===== src/rtl/udp_multi_channel_rx.sv =====
// udp_multi_channel_rx
//   Receives Ethernet/IPv4/UDP frames from the MAC receive FIFO. UDP payloads
//   go to NUM_CH channels, selected by destination port. Each channel tracks a
//   16-bit sequence number. ARP requests for my_ip are reported.
// Ports
//   clk, reset            clock, synchronous active-high reset
//   rd_flags_i[1:0]       SOF/EOF of rd_data_i; rd_src_rdy_i/rd_dst_rdy_o handshake
//   my_mac, my_ip         station addresses
//   out_*                 one registered payload stage, valid/ready handshake
//   seq_err, trunc_err    1-cycle error pulses
//   drop_cnt              count of rejected frames
//   arp_req/sha/spa       ARP request pulse and the requester's addresses
//
//   state     | meaning
//   S_IDLE    | waiting for a SOF word (W0)
//   S_HDR     | checking Ethernet/IPv4/UDP header words W1..W9
//   S_SEQ     | W10: sequence number of the selected channel
//   S_PAYLOAD | forwarding payload words to the output stage
//   S_ARP     | checking ARP body words W4..W10
//   S_SKIP    | discarding words up to and including EOF
module udp_multi_channel_rx #(
   parameter int          NUM_CH    = 4,
   parameter logic [15:0] PORT_BASE = 16'd4000,
   parameter int          CH_W      = (NUM_CH > 1) ? $clog2(NUM_CH) : 1
) (
   input  logic              clk,
   input  logic              reset,
   input  logic [3:0]        rd_flags_i,
   input  logic [31:0]       rd_data_i,
   input  logic              rd_src_rdy_i,
   output logic              rd_dst_rdy_o,
   input  logic [47:0]       my_mac,
   input  logic [31:0]       my_ip,
   output logic [31:0]       out_data,
   output logic              out_valid,
   input  logic              out_ready,
   output logic [CH_W-1:0]   out_ch,
   output logic              out_sof,
   output logic              out_eof,
   output logic [NUM_CH-1:0] seq_err,
   output logic              trunc_err,
   output logic [15:0]       drop_cnt,
   output logic              arp_req,
   output logic [47:0]       arp_sha,
   output logic [31:0]       arp_spa
);

   typedef enum logic [2:0] {S_IDLE, S_HDR, S_SEQ, S_PAYLOAD, S_ARP, S_SKIP} state_t;

   state_t            state_q, state_d;
   logic [3:0]        idx_q, idx_d;
   logic              mac_hi_me_q, mac_hi_me_d, mac_hi_bc_q, mac_hi_bc_d;
   logic [CH_W-1:0]   ch_q, ch_d;
   logic [13:0]       rem_q, rem_d;
   logic              first_q, first_d;
   logic [15:0]       exp_q [NUM_CH];
   logic [15:0]       exp_d [NUM_CH];
   logic [15:0]       sha_hi_q, sha_hi_d;
   logic [31:0]       sha_lo_q, sha_lo_d, spa_q, spa_d;
   logic [31:0]       out_data_q, out_data_d;
   logic              out_valid_q, out_valid_d, out_sof_q, out_sof_d, out_eof_q, out_eof_d;
   logic [CH_W-1:0]   out_ch_q, out_ch_d;
   logic [NUM_CH-1:0] seq_err_q, seq_err_d;
   logic              trunc_q, trunc_d, arp_req_q, arp_req_d;
   logic [15:0]       drop_cnt_q, drop_cnt_d;
   logic [47:0]       arp_sha_q, arp_sha_d;
   logic [31:0]       arp_spa_q, arp_spa_d;

   logic        acc, sof, eof, drop_a, drop_b, hdr_fail, arp_fail;
   logic        mac_lo_me, mac_lo_bc, is_ipv4, is_arp, port_ok, len_ok;
   logic [15:0] port_off, pay_len;
   logic        unused_flags;

   assign unused_flags = ^rd_flags_i[3:2];
   assign sof          = rd_flags_i[0];
   assign eof          = rd_flags_i[1];
   assign rd_dst_rdy_o = (state_q != S_PAYLOAD) || !out_valid_q || out_ready;
   assign acc          = rd_src_rdy_i && rd_dst_rdy_o;

   assign mac_lo_me = (rd_data_i[31:16] == my_mac[15:0]);
   assign mac_lo_bc = (rd_data_i[31:16] == 16'hFFFF);
   assign is_ipv4   = (rd_data_i[31:8] == 24'h08_0045);
   assign is_arp    = (rd_data_i == 32'h0806_0001);
   assign port_off  = rd_data_i[31:16] - PORT_BASE;
   assign pay_len   = rd_data_i[15:0] - 16'd8;
   assign port_ok   = (port_off < 16'(NUM_CH));
   assign len_ok    = (pay_len >= 16'd6) && (pay_len[1:0] == 2'b10);

   // Per-word header checks, keyed by word index; only meaningful in HDR/ARP.
   always_comb begin
      hdr_fail = 1'b0;
      arp_fail = 1'b0;
      case (idx_q)
         4'd1:  hdr_fail = !((mac_hi_me_q && mac_lo_me) || (mac_hi_bc_q && mac_lo_bc));
         // After W1, mac_hi_me_q means the whole MAC matched; broadcast is ARP-only.
         4'd3:  hdr_fail = !((is_ipv4 && mac_hi_me_q) || is_arp);
         4'd5:  hdr_fail = (rd_data_i[7:0] != 8'h11);
         4'd7:  hdr_fail = (rd_data_i[15:0] != my_ip[31:16]);
         4'd8:  hdr_fail = (rd_data_i[31:16] != my_ip[15:0]);
         4'd9:  hdr_fail = !(port_ok && len_ok);
         default: ;
      endcase
      case (idx_q)
         4'd4:  arp_fail = (rd_data_i != 32'h0800_0604);
         4'd5:  arp_fail = (rd_data_i[31:16] != 16'h0001);
         4'd9:  arp_fail = (rd_data_i[15:0] != my_ip[31:16]);
         4'd10: arp_fail = (rd_data_i[31:16] != my_ip[15:0]);
         default: ;
      endcase
   end

   always_ff @(posedge clk) begin
      if (reset) state_q <= S_IDLE;
      else       state_q <= state_d;
   end

   always_comb begin
      state_d = state_q;
      if (acc) begin
         if (sof) begin
            state_d = eof ? S_IDLE : S_HDR;
         end else begin
            case (state_q)
               S_HDR: begin
                  if (eof)                          state_d = S_IDLE;
                  else if (hdr_fail)                state_d = S_SKIP;
                  else if (idx_q == 4'd3 && is_arp) state_d = S_ARP;
                  else if (idx_q == 4'd9)           state_d = S_SEQ;
               end
               S_SEQ:     state_d = eof ? S_IDLE : S_PAYLOAD;
               S_PAYLOAD: begin
                  if (eof)                 state_d = S_IDLE;
                  else if (rem_q == 14'd1) state_d = S_SKIP;
               end
               S_ARP: begin
                  if (eof)                                state_d = S_IDLE;
                  else if (arp_fail || idx_q == 4'd10)    state_d = S_SKIP;
               end
               S_SKIP: if (eof) state_d = S_IDLE;
               default: ;
            endcase
         end
      end
   end

   always_comb begin
      idx_d       = idx_q;
      mac_hi_me_d = mac_hi_me_q;
      mac_hi_bc_d = mac_hi_bc_q;
      ch_d        = ch_q;
      rem_d       = rem_q;
      first_d     = first_q;
      exp_d       = exp_q;
      sha_hi_d    = sha_hi_q;
      sha_lo_d    = sha_lo_q;
      spa_d       = spa_q;
      out_data_d  = out_data_q;
      out_valid_d = out_valid_q;
      out_ch_d    = out_ch_q;
      out_sof_d   = out_sof_q;
      out_eof_d   = out_eof_q;
      arp_sha_d   = arp_sha_q;
      arp_spa_d   = arp_spa_q;
      seq_err_d   = '0;
      trunc_d     = 1'b0;
      arp_req_d   = 1'b0;
      drop_a      = 1'b0;
      drop_b      = 1'b0;
      if (out_valid_q && out_ready) out_valid_d = 1'b0;
      if (acc) begin
         if (sof) begin
            idx_d       = 4'd1;
            mac_hi_me_d = (rd_data_i == my_mac[47:16]);
            mac_hi_bc_d = (rd_data_i == 32'hFFFF_FFFF);
            drop_a      = (state_q != S_IDLE);
            drop_b      = eof;
         end else begin
            case (state_q)
               S_HDR: begin
                  idx_d  = idx_q + 4'd1;
                  drop_b = eof || hdr_fail;
                  if (idx_q == 4'd1) mac_hi_me_d = mac_hi_me_q && mac_lo_me;
                  if (idx_q == 4'd9) begin
                     ch_d  = port_off[CH_W-1:0];
                     // P[1:0] == 2'b10 makes (P - 2) / 4 equal to P >> 2.
                     rem_d = pay_len[15:2];
                  end
               end
               S_SEQ: begin
                  if (eof) begin
                     drop_b = 1'b1;
                  end else begin
                     seq_err_d[ch_q] = (rd_data_i[15:0] != exp_q[ch_q]);
                     exp_d[ch_q]     = rd_data_i[15:0] + 16'd1;
                     first_d         = 1'b1;
                  end
               end
               S_PAYLOAD: begin
                  out_data_d  = rd_data_i;
                  out_valid_d = 1'b1;
                  out_ch_d    = ch_q;
                  out_sof_d   = first_q;
                  out_eof_d   = eof || (rem_q == 14'd1);
                  trunc_d     = eof && (rem_q != 14'd1);
                  first_d     = 1'b0;
                  rem_d       = rem_q - 14'd1;
               end
               S_ARP: begin
                  idx_d  = idx_q + 4'd1;
                  drop_b = arp_fail || (eof && idx_q != 4'd10);
                  if (idx_q == 4'd5) sha_hi_d = rd_data_i[15:0];
                  if (idx_q == 4'd6) sha_lo_d = rd_data_i;
                  if (idx_q == 4'd7) spa_d    = rd_data_i;
                  if (idx_q == 4'd10 && !arp_fail) begin
                     arp_sha_d = {sha_hi_q, sha_lo_q};
                     arp_spa_d = spa_q;
                     arp_req_d = 1'b1;
                  end
               end
               default: ;
            endcase
         end
      end
      // A restart can drop the interrupted frame and a one-word frame together.
      drop_cnt_d = drop_cnt_q + {15'd0, drop_a} + {15'd0, drop_b};
   end

   always_ff @(posedge clk) begin
      if (reset) begin
         idx_q       <= '0;
         mac_hi_me_q <= 1'b0;
         mac_hi_bc_q <= 1'b0;
         ch_q        <= '0;
         rem_q       <= '0;
         first_q     <= 1'b0;
         for (int i = 0; i < NUM_CH; i++) exp_q[i] <= '0;
         sha_hi_q    <= '0;
         sha_lo_q    <= '0;
         spa_q       <= '0;
         out_data_q  <= '0;
         out_valid_q <= 1'b0;
         out_ch_q    <= '0;
         out_sof_q   <= 1'b0;
         out_eof_q   <= 1'b0;
         seq_err_q   <= '0;
         trunc_q     <= 1'b0;
         drop_cnt_q  <= '0;
         arp_req_q   <= 1'b0;
         arp_sha_q   <= '0;
         arp_spa_q   <= '0;
      end else begin
         idx_q       <= idx_d;
         mac_hi_me_q <= mac_hi_me_d;
         mac_hi_bc_q <= mac_hi_bc_d;
         ch_q        <= ch_d;
         rem_q       <= rem_d;
         first_q     <= first_d;
         exp_q       <= exp_d;
         sha_hi_q    <= sha_hi_d;
         sha_lo_q    <= sha_lo_d;
         spa_q       <= spa_d;
         out_data_q  <= out_data_d;
         out_valid_q <= out_valid_d;
         out_ch_q    <= out_ch_d;
         out_sof_q   <= out_sof_d;
         out_eof_q   <= out_eof_d;
         seq_err_q   <= seq_err_d;
         trunc_q     <= trunc_d;
         drop_cnt_q  <= drop_cnt_d;
         arp_req_q   <= arp_req_d;
         arp_sha_q   <= arp_sha_d;
         arp_spa_q   <= arp_spa_d;
      end
   end

   assign out_data  = out_data_q;
   assign out_valid = out_valid_q;
   assign out_ch    = out_ch_q;
   assign out_sof   = out_sof_q;
   assign out_eof   = out_eof_q;
   assign seq_err   = seq_err_q;
   assign trunc_err = trunc_q;
   assign drop_cnt  = drop_cnt_q;
   assign arp_req   = arp_req_q;
   assign arp_sha   = arp_sha_q;
   assign arp_spa   = arp_spa_q;

endmodule


===== config.mk =====
export PLATFORM = sky130hd
export DESIGN_NAME = udp_multi_channel_rx
export DESIGN_NICKNAME = d
export VERILOG_FILES = /design/src/rtl/udp_multi_channel_rx.sv
export SDC_FILE = /design/constraint.sdc
export NUM_CORES = 1
export LEC_CHECK = 0
export CAP_MARGIN = 10
export CORE_ASPECT_RATIO = 1.75
export CORE_MARGIN = 2
export CORE_UTILIZATION = 48
export CTS_CLUSTER_DIAMETER = 50
export DETAILED_ROUTE_END_ITERATION = 8
export GPL_ROUTABILITY_DRIVEN = 1
export HOLD_SLACK_MARGIN = 0.03
export PLACE_DENSITY = 0.86
export SKIP_LAST_GASP = 1
export SYNTH_ARGS = -nofsm -noshare
export SYNTH_HDL_FRONTEND = slang
export SYNTH_SLANG_ARGS = --single-unit
export TNS_END_PERCENT = 30

===== constraint.sdc =====
create_clock -name clk -period 4.3 [get_ports clk]
set_clock_uncertainty 0.05 [all_clocks]
set_input_delay 0.86 -clock clk [delete_from_list [all_inputs] [get_ports clk]]
set_output_delay 0.86 -clock clk [all_outputs]
set_load 0.01 [all_outputs]

==> results.json, run 1 <==
{
  "holdPathStages": 2,
  "synth.net_count": 1789,
  "worstHoldStart": "arp_sha[20]",
  "cts_buffers": 28,
  "slew_headroom_pct": 41.3,
  "grt_usage_pct": 29.9,
  "yosysSeqAreaShare_pct": 43.6,
  "min_path_type": "flip-flop to flip-flop",
  "synth-seq-cells": 309,
  "grt_pass1_vias": 13600,
  "syn-instance-count": 1653,
  "cp.depth": 16,
  "finalCritPeriodShare_pct": 98.6,
  "drv_cap": 0,
  "worstHoldEndpoint": "arp_sha[20]",
  "drtPass1Iterations": 5,
  "syn2layout_area_growth_pct": 34.7,
  "path_delay_family": "simple AND/OR/NAND/NOR gates",
  "finalWirelength_mm": 48.3,
  "mostFrequentLayoutCells": "nand2_1, dfxtp_1, clkdlybuf4s50_1",
  "timing.rr.end": "drop_cnt[6]",
  "cp_max_fo": 6,
  "worstSkewPairLatency_ns": 0.57,
  "core_um2": 29200,
  "routedWlPerCell_um": 20.6,
  "required_ns": 4.65,
  "critPathArrivalTime_ns": 4.59,
  "layout_commonest_cell": "nand2_1",
  "worst-setup-path-type": "input port to flip-flop",
  "r2r_slack_ns": 0.72,
  "cp_cell_sequence": "clkdlybuf4s50_1, nor3_4, nand3_2, or3_4, xnor2_4, nor4_2, buf_4, or4_4, a221oi_2, a221oi_2, fa_2, ha_2, and2_4, nand2_1, xor2_1, nor2_1",
  "cts_hold_buf": 0,
  "synth-warning-count": 0,
  "place_ws_ns": -0.738,
  "drc_errors": 0,
  "via_per_inst": 5.82,
  "cts-root-buf": "clkbuf_16",
  "htreeDepth": 1,
  "antenna_found_initial": 2,
  "p_leak_nw": 6.54,
  "layout_setup_ws_ns": 0.0581,
  "cp_slowest_cell": "or4_4",
  "fin_crit_ns": 4.24,
  "hold_viol": 0,
  "ant_nets": 0,
  "grt_max_degree": 131,
  "num_rows": 83,
  "finalSetupViolCount": 0,
  "overflow": 0,
  "multi_input_area_um2": 7470,
  "hold_slack_ns": 0.407,
  "max_freq_mhz": 236,
  "synth_cell_types": 59,
  "die_x_um": 134,
  "slew_violations": 0,
  "ys.flop_type": "dfxtp_1",
  "p_per_area_nw_per_um2": 330,
  "clk_pin_slew_ns": 0.06,
  "io_buffers": 257,
  "regArea_um2": 6190,
  "grt_first_pass_wirelength_mm": 73.1,
  "cts.sinks": 309,
  "fill_cells": 2198,
  "gp_congestion": 0.936,
  "hpwlAfterDp_mm": 34.0,
  "ioPinCount": 260,
  "synth-edff-count": 0,
  "synth_area_um2": 14200,
  "final_util_pct": 65.5,
  "max_slew.worst_pin.slew_ns": 0.880,
  "endpoint_kind": "flip-flop",
  "drt_iter0_drc": 1229,
  "synthArstFlopShare_pct": 0,
  "startpoint_type": "input port",
  "fin_nets": 2075,
  "r2r_start": "idx_q[1]",
  "clk_path_buf_depth": 3,
  "drive_above_1_share_pct": 16.8,
  "via_count": 13600,
  "status": "finished, final reports clean",
  "syn_avg_cell_area_um2": 8.59,
  "start_util_pct": 48.6,
  "rr_worst_depth": 16,
  "cts_tree": "done",
  "dieArea_um2": 31000,
  "die_h_um": 231,
  "ir_drop_mv": 0.300,
  "cpPeakStageDelay_ns": 0.56,
  "cpMostUsedCell": "a221oi_2",
  "critical_path_buf_inv_count": 2
}
-- logic make-up (layout without fill, tap and decap cells) --
family	Yosys count	count (layout)	share of synthesized area, %
xor+xnor	138	138	8.52
flops	309	309	43.6
buf+inv	159	467	5.28
other cells	0	1	0
fa+ha+maj	16	16	1.46
mux	25	25	3.17
compound gates	340	340	17.2
simple gates	666	666	20.8
-- power breakdown --
| group | total, mW | switching [mW] | internal (mW) |
|---|---|---|---|
| Clock | 2.80 | 1.15 | 1.65 |
| Combinational | 0.629 | 0.345 | 0.285 |
| Sequential | 2.88 | 0.0121 | 2.87 |
| Total | 6.31 | 1.50 | 4.80 |
-- cells in the mapped netlist (9+ instances only) --
cell / n / area, um2
nand2_1: 367 / 1380
dfxtp_1: 309 / 6190
nor2_1: 121 / 454
clkbuf_1: 101 / 379
a21oi_1: 95 / 475
xnor2_1: 90 / 788
a21oi_2: 80 / 701
a211oi_1: 61 / 458
xor2_1: 48 / 420
a22o_1: 36 / 315
nand4_1: 33 / 206
o21ai_0: 28 / 140
nor3_1: 27 / 135
nor4_1: 23 / 144
nand3_1: 22 / 110
buf_6: 19 / 214
inv_1: 18 / 67.6
mux4_2: 16 / 360
buf_1: 15 / 56.3
ha_1: 15 / 188
and3_1: 12 / 75.1
and2_1: 11 / 68.8
mux2i_1: 9 / 90.1
nor2b_1: 9 / 56.3
-- worst min-delay path, cell delays in order (launching register included) --
cell and delay (ns):
dfxtp_1 0.31, nand2_1 0.06, a21oi_2 0.04
-- how the worst max path moves through the flow --
stage	from	end
detailed placement	rd_data_i[24]	drop_cnt[10]
global placement	rd_data_i[20]	drop_cnt[10]
finish	rd_data_i[9]	drop_cnt[6]
CTS	rd_data_i[20]	drop_cnt[6]
global route	rd_data_i[9]	drop_cnt[10]
floorplan	rd_data_i[29]	drop_cnt[10]
-- state kept, by name (all words and copies together), names as in the netlist, 2 cells and up --
signal / count
sha_hi_q: 16
spa_q: 32
exp_q: 64
ch_q: 2
out_ch: 2
idx_q: 4
arp_sha: 48
state_q: 3
drop_cnt: 16
out_data: 32
seq_err: 4
sha_lo_q: 32
rem_q: 14
arp_spa: 32
-- layout make-up --
type | instances | area share [%]
antenna | 1 | 0.0131
clock buffer | 39 | 4.30
clock inverter | 13 | 1.18
inverter | 18 | 0.353
multi-input combinational | 1185 | 39.1
sequential | 309 | 32.4
tap | 382 | 2.50
timing repair buffer | 397 | 20.2
-- what timing repair did --
item,4_1_cts,5_1_grt
cloned,0,0
pin swaps,2,16
buffers inserted,1,4
resized for setup,9,58
setup endpoints to repair,13,13
-- routing by layer --
metal / part of all wire (%) / GRT usage (%)
met1: 34 / 32.3
met2: 50 / 52.5
met3: 8.1 / 4.70
met4: 8.1 / 21.7
met5: 0.025 / 0
-- metrics by stage --
step | instances | instance area, um2 | setup TNS (ns) | power, mW
5_1_grt | 2344 | 19100 | -0.179 | 6.47
3_5_place_dp | 2285 | 17700 | -18.54 | 3.53
6_report | 2344 | 19100 | 0 | 6.31
4_1_cts | 2338 | 18800 | 0 | 6.29
2_1_floorplan | 1653 | 14200 | 0 | 3.23
3_3_place_gp | 2285 | 17700 | -11.23 | 3.53
Note: power is estimated with default switching activity, not from simulation.
==> inputs of run 2 (changes only) <==
--- a/config.mk
+++ b/config.mk
@@ -15,6 +15,7 @@
 export HOLD_SLACK_MARGIN = 0.03
 export PLACE_DENSITY = 0.86
 export SKIP_LAST_GASP = 1
+export SLEW_MARGIN = 20
 export SYNTH_ARGS = -nofsm -noshare
 export SYNTH_HDL_FRONTEND = slang
 export SYNTH_SLANG_ARGS = --single-unit
==> results.json, run 2 (synthesis gave the netlist of run 1 again) <==
{
  "dp_cells": 2285,
  "ant_nets": 0,
  "largest_reg_flops": 64,
  "cts-root-buf": "clkbuf_16",
  "finalNonFillerCells": 2346,
  "place_area_um2": 17700,
  "overflow": 0,
  "top_register": "exp_q",
  "status": "finished, final reports clean",
  "multi_input_area_um2": 7510,
  "cts_hold_buf": 0,
  "drc_errors": 0,
  "max_slew.worst_pin.slew_ns": 0.893,
  "grt_usage_pct": 29.9,
  "cts_buffers": 29,
  "gp_congestion": 0.936,
  "path_delay_family": "simple AND/OR/NAND/NOR gates",
  "hold_viol": 0,
  "p_leak_nw": 6.52,
  "antenna_found_initial": 2,
  "final_util_pct": 65.2,
  "min_path_type": "flip-flop to flip-flop",
  "endpoint_kind": "flip-flop",
  "rsz0062_at_grt": "yes",
  "drtPass1Iterations": 5,
  "fin_nets": 2078,
  "core_um2": 29200,
  "critPathArrivalTime_ns": 4.58,
  "startpoint_type": "input port",
  "finalCritPeriodShare_pct": 98.4,
  "power_mw": 6.09,
  "ir_drop_mv": 0.299,
  "die_x_um": 134,
  "clk_pin_slew_ns": 0.06,
  "syn2layout_area_growth_pct": 34.2,
  "final_cell_area_um2": 19000,
  "finalSetupViolCount": 0,
  "fin_crit_ns": 4.23,
  "via_count": 13700,
  "io_buffers": 257,
  "ioPinCount": 260,
  "layout_setup_ws_ns": 0.0697,
  "htreeDepth": 1,
  "clk_path_buf_depth": 3,
  "cpPeakStageDelay_ns": 0.56,
  "hpwlAfterDp_mm": 34.1,
  "start_util_pct": 48.6,
  "worstSkewPairLatency_ns": 0.56,
  "worst-setup-path-type": "input port to flip-flop",
  "critical_path_buf_inv_count": 4,
  "num_rows": 83,
  "cp_slowest_cell": "or4_4",
  "regArea_um2": 6190,
  "drt_iter0_drc": 1223,
  "dieArea_um2": 31000,
  "grt_first_pass_wirelength_mm": 73.0,
  "p_per_area_nw_per_um2": 320,
  "fill_cells": 2229,
  "drive_above_1_share_pct": 17.1,
  "slew_headroom_pct": 40.4,
  "mostFrequentLayoutCells": "nand2_1, dfxtp_1, clkdlybuf4s50_1",
  "cp_max_fo": 6,
  "cp_cell_sequence": "clkdlybuf4s50_1, inv_1, ha_1, buf_4, nor3b_1, xnor2_1, nand4_1, nor4_2, buf_4, or4_4, a221oi_4, a221oi_2, fa_2, ha_4, and2_4, nand4_1, xor2_1, nor2_1",
  "die_h_um": 231,
  "r2r_slack_ns": 0.64,
  "required_ns": 4.65,
  "max_freq_mhz": 236,
  "grt_max_degree": 131,
  "via_per_inst": 5.83,
  "cts.sinks": 309,
  "drv_cap": 0,
  "cts_tree": "done",
  "finalWirelength_mm": 48.1,
  "layout_commonest_cell": "nand2_1",
  "routedWlPerCell_um": 20.5,
  "grt_pass1_vias": 13600,
  "slew_violations": 0,
  "place_ws_ns": -0.739
}
-- run 2: worst paths after layout --
path,endpoint,depth (start not counted),from
setup / recovery,drop_cnt[10],18,rd_data_i[3]
hold / removal,sha_lo_q[24],2,sha_lo_q[24]
setup reg to reg,drop_cnt[10],16,idx_q[1]
hold reg to reg,sha_lo_q[24],2,sha_lo_q[24]
-- run 2: repair_timing --
action / CTS / global route
pin swaps: 3 / 17
cloned: 0 / 0
resized for setup: 13 / 59
setup endpoints to repair: 12 / 12
buffers inserted: 1 / 7
-- run 2: stage by stage --
| stage | setup TNS, ns | hold slack (ns) |
|---|---|---|
| 5_1_grt | -0.901 | 0.421 |
| 6_report | 0 | 0.407 |
| 2_1_floorplan | 0 | 0.383 |
| 3_5_place_dp | -18.77 | 0.397 |
| 3_3_place_gp | -11.23 | 0.392 |
| 4_1_cts | 0 | 0.407 |
-- run 2: worst min-delay path: stages, from the launching register on --
cell and delay [ns]:
dfxtp_1 0.31, nand2_1 0.05, a21oi_1 0.05
-- run 2: power by group --
part / switching, mW / internal [mW] / total, mW / leakage, nW
combinational: 0.346 / 0.286 / 0.632 / 3.57
clock: 1.14 / 1.44 / 2.58 / 0.462
sequential: 0.0123 / 2.87 / 2.88 / 2.49
-- run 2: area by class of cell --
type / count / share of cell area (%)
multi-input cells: 1185 / 39.4
clock inverters: 14 / 0.736
diodes: 1 / 0.0131
well taps: 382 / 2.51
flip-flops and latches: 309 / 32.5
clock buffers: 38 / 4.20
repair buffers: 399 / 20.3
inverters: 18 / 0.355
-- run 2: layer usage --
metal	track usage (%)	up-vias	share of wire, %
li1	-	6226	-
met1	32.6	6445	34
met2	52.4	763	50
met3	4.59	231	8.0
met4	21.1	2	8.1
met5	0	-	0.027
